## config.mk

```make
export PLATFORM = sky130hd
export DESIGN_NAME = cdc_handshake_rx
export DESIGN_NICKNAME = d
export VERILOG_FILES = /design/src/rtl/cdc_pkg.sv /design/src/rtl/sync_block.sv /design/src/rtl/cdc_handshake_rx.sv
export SDC_FILE = /design/constraint.sdc
export NUM_CORES = 1
export LEC_CHECK = 0
export BUFFER_PORTS_ARGS = -buffer_cell sky130_fd_sc_hd__buf_2
export CORE_MARGIN = 5
export CORE_UTILIZATION = 55
export CTS_BUF_LIST = sky130_fd_sc_hd__clkbuf_4 sky130_fd_sc_hd__clkbuf_8
export DETAILED_ROUTE_END_ITERATION = 10
export PLACE_DENSITY = 0.83
export SYNTH_ARGS = -nofsm -noshare
export SYNTH_HDL_FRONTEND = slang
export SYNTH_SLANG_ARGS = --single-unit
export TNS_END_PERCENT = 5
```

## constraint.sdc

```tcl
create_clock -name clk -period 2.6 [get_ports clk]
set_clock_uncertainty 0.2 [all_clocks]
set_input_delay 0.52 -clock clk [delete_from_list [all_inputs] [get_ports clk]]
set_output_delay 0.52 -clock clk [all_outputs]
set_load 0.02 [all_outputs]
```

## src/rtl/cdc_pkg.sv

```systemverilog
`default_nettype none
// ---------------------------------------------------------------------------
// cdc_pkg : shared state encoding and default widths for the CDC rx path
// Rev 1.0
// ---------------------------------------------------------------------------
package cdc_pkg;

  localparam int DEF_DATA_WIDTH = 32;
  localparam int DEF_CNT_WIDTH  = 16;

  typedef enum logic [1:0] {
    ST_INIT = 2'd0,
    ST_IDLE = 2'd1,
    ST_HOLD = 2'd2
  } state_t;

endpackage
`default_nettype wire

```

## src/rtl/sync_block.sv

```systemverilog
`default_nettype none
// ---------------------------------------------------------------------------
// sync_block : multi-flop synchronizer followed by one output retiming flop
// Rev 1.0
// ---------------------------------------------------------------------------
module sync_block #(
  parameter int C_NUM_SYNC_REGS = 5
) (
  input  logic clk,
  input  logic data_in,
  output logic data_out
);

  // No reset: the chain must keep tracking the source level through reset.
  logic [C_NUM_SYNC_REGS-1:0] sync_chain;
  logic                       out_reg;

  always_ff @(posedge clk) begin
    sync_chain <= {sync_chain[C_NUM_SYNC_REGS-2:0], data_in};
    out_reg    <= sync_chain[C_NUM_SYNC_REGS-1];
  end

  assign data_out = out_reg;

endmodule
`default_nettype wire

```

## src/rtl/cdc_handshake_rx.sv

```systemverilog
`default_nettype none
// ---------------------------------------------------------------------------
// cdc_handshake_rx : receive side of a toggle req/ack crossing, valid/ready out
// Rev 1.0
// ---------------------------------------------------------------------------
module cdc_handshake_rx
  import cdc_pkg::*;
#(
  parameter int DATA_WIDTH      = DEF_DATA_WIDTH,
  parameter int C_NUM_SYNC_REGS = 5,
  parameter int CNT_WIDTH       = DEF_CNT_WIDTH
) (
  input  logic                  clk,
  input  logic                  rst_n,
  input  logic                  req_tog_in,
  input  logic [DATA_WIDTH-1:0] data_in,
  output logic                  ack_tog_out,
  output logic [DATA_WIDTH-1:0] data_out,
  output logic                  data_valid,
  input  logic                  data_ready,
  output logic [CNT_WIDTH-1:0]  xfer_count,
  output logic                  err_sticky,
  input  logic                  err_clr
);

  localparam int INIT_W = $clog2(C_NUM_SYNC_REGS + 1) + 1;
  localparam logic [INIT_W-1:0] INIT_LAST = INIT_W'(C_NUM_SYNC_REGS);

  logic              req_sync;
  logic              req_sync_d;
  logic              req_edge;
  logic [INIT_W-1:0] init_cnt;
  state_t            state;

  sync_block #(
    .C_NUM_SYNC_REGS (C_NUM_SYNC_REGS)
  ) u_sync_req (
    .clk      (clk),
    .data_in  (req_tog_in),
    .data_out (req_sync)
  );

  assign req_edge = req_sync ^ req_sync_d;

  always_ff @(posedge clk or negedge rst_n) begin
    if (!rst_n) begin
      state       <= ST_INIT;
      init_cnt    <= '0;
      req_sync_d  <= 1'b0;
      ack_tog_out <= 1'b0;
      data_out    <= '0;
      data_valid  <= 1'b0;
      xfer_count  <= '0;
      err_sticky  <= 1'b0;
    end else begin
      req_sync_d <= req_sync;
      if (err_clr) begin
        err_sticky <= 1'b0;
      end

      case (state)
        ST_INIT: begin
          // Realign ack to whatever level the source is parked at.
          if (init_cnt == INIT_LAST) begin
            ack_tog_out <= req_sync;
            state       <= ST_IDLE;
          end else begin
            init_cnt <= init_cnt + INIT_W'(1);
          end
        end

        ST_IDLE: begin
          if (req_edge) begin
            data_out   <= data_in;
            data_valid <= 1'b1;
            state      <= ST_HOLD;
          end
        end

        ST_HOLD: begin
          // A new request while a word is held is dropped; the later
          // assignment lets the violation win over err_clr.
          if (req_edge) begin
            err_sticky <= 1'b1;
          end
          if (data_valid && data_ready) begin
            data_valid  <= 1'b0;
            ack_tog_out <= ~ack_tog_out;
            xfer_count  <= xfer_count + CNT_WIDTH'(1);
            state       <= ST_IDLE;
          end
        end

        default: begin
          state <= ST_INIT;
        end
      endcase
    end
  end

endmodule
`default_nettype wire

```

==> impl_metrics.ini <==
[die]
die-area_sq_mm = 0.00601
start_util = 0.572
core_sq_mm = 0.00438
num_io_pins = 88
rows = 24
die_y_um = 77.5
die_x_um = 77.5

[clock_tree]
cts-root-buf = clkbuf_8
clk_pin_slew_worst_paths_ps = 60
post_cts_buffers = 0
insertion_delay_ps = 320
cts_resized = 0
cts_sinks = 64
ctsHoldBuffers = 0
numCtsBuffers = 9
cts_tree = yes
cts_htree_levels = 3
cts_max_path_buffers = 2

[flow_run]
cap_violations = 0

[hold_path]
holdCritPathClass = in2async

[global_route]
antenna_found_initial = 0
grt_pass1_vias = 1737
grt_pass1_wl_um = 7780
grt_max_degree = 33
grt_remaining_overflow = 0
grt.total_usage = 0.162

[sta]
rsz0062_at_grt = false
hold_viol = 0
setup_viol = 0
holdWs_ps = 16.0
timing.fmax_ghz = 0.526
setup_tns_ps = 0
timing.final.crit_share = 0.731
worst_pin_slew_ps = 618
slew_violations = 0
min_period_ps = 1900
slew_headroom = 0.588

[drt]
viasPerCell = 5.06
wire_per_inst_um = 14.2
drt_wl_total_um = 4610
drtIter0Drc = 39
drt_pass1_iterations = 4
drc = 0
ant_nets = 0
vias = 1648

[setup_path]
path_class = reg2reg
crit_path_max_fanout = 32
critical_path_required_ps = 2590
rr_startpoint = req_sync_d
cp.arrival_ps = 1890
r2r_slack_ps = 700
reg2reg_to = data_out[16]
slowest_delay_ps = 400
path_cells = xnor2_1 > nor3b_4 > buf_4 > mux2_2
cpMaxStageDelayCell = buf_4
setup.worst_path.start_class = flop
rr_worst_depth = 4
endpoint_kind = flop

[logic_synthesis]
ys_seq_area_frac = 0.627
synth_enable_flop_cells = 0
ys_warn_count = 0
synth_fa_ha_area_frac = 0.0150
synth_cells = 173
synthXorXnorAreaFrac = 0.0664
syn_nets = 213
synth-compound-area-share = 0.0274
ys_seq_elements = 64
synth_cell_types = 32
syn_avg_cell_area_sq_um = 14.5
synth_flop_cell = dfrtp_1
netlist_area_sq_mm = 0.00251
async_reset_ff_frac = 0.906
synth_mux_area_frac = 0.148
synth_top_family_by_area = multiplexers
yosys.area_share.simple = 0.0943

[final_layout]
fin_util = 0.722
finalNetCount = 309
layout_commonest_cell = buf_2
mostFrequentLayoutCells = 87 x buf_2, 58 x dfrtp_1, 30 x mux2_2
instances_no_fill = 326
area_growth_pct = 26.3
diodes = 0
drive_above_1_share = 0.518

[pwr]
power_density_mw_per_mm2 = 1120
vdd_drop_max_v = 0.000671
leakage_nw = 1.55
p_total_mw = 3.55

[place]
gp_congestion = 0.756
portBuffers = 87
dp_hpwl_um = 3460
place_inst = 310

[outcome]
status = finished, final reports clean
through the flow:
stage | worst slack [ps] | instance area, sq um
5_1_grt | 605 | 3170
6_report | 700 | 3170
3_3_place_gp | 679 | 2990
4_1_cts | 683 | 3170
2_1_floorplan | 883 | 2510
3_5_place_dp | 668 | 2990
layout make-up:
cell class	instances	area, sq um
Inverter	4	15.0
Timing Repair Buffer	89	463
Tap cell	52	65.1
Clock buffer	12	153
Multi-Input combinational cell	101	880
Fill cell	330	1220
Clock inverter	4	20.0
Sequential cell	64	1570
critical path, delay by kind of cell (launching register included):
family                    cells  cell delay [ps]
and+or+nand+nor               1              230
xor gates and xnor gates      1              190
muxes                         1              390
DFF                           1              370
buffers and inverters         1              400
flip-flops by register name, summed over array words and instances (netlist names), 2 cells and up:
signal	cells
data_out	32
xfer_count	16
u_sync_req.sync_chain	5
init_cnt	4
state	2
synthesized netlist by cell type (all sizes together), types with 2 or more instances:
cell type,number,area (sq um)
dfrtp,58,1450
mux2,32,360
xnor2,14,123
nand2,13,48.8
dfxtp,6,120
nand3,5,25.0
nand4,5,31.3
nor2,5,18.8
xor2,5,43.8
buf,4,41.3
inv,4,15.0
ha,3,37.5
nor3,2,10.0
how the worst max path moves through the flow:
stage	startpoint	endpoint	slack, ps
2_1_floorplan	req_sync_d	data_out[10]	880
3_3_place_gp	data_ready	xfer_count[15]	680
3_5_place_dp	data_ready	xfer_count[15]	670
4_1_cts	req_sync_d	data_out[16]	680
5_1_grt	req_sync_d	data_out[16]	600
6_report	req_sync_d	data_out[16]	700
kinds of logic after synthesis:
kind of cell,Yosys count
simple gates,38
buf+inv,8
xor+xnor,19
flops,64
mux,33
compound gates,8
fa+ha+maj,3
power breakdown:
group          total [mW]  switching (mW)  internal, mW
combinational        1.30           0.721         0.574
sequential           1.53           0.215          1.32
clock               0.726           0.340         0.387
metal layers:
metal,GRT usage,wire length [um],vias up
met5,0,0,-
met4,0.0704,76,0
met3,0.0556,349,7
met2,0.273,2270,54
met1,0.188,1910,797
li1,-,-,790
(Power assumes the default switching activity.)
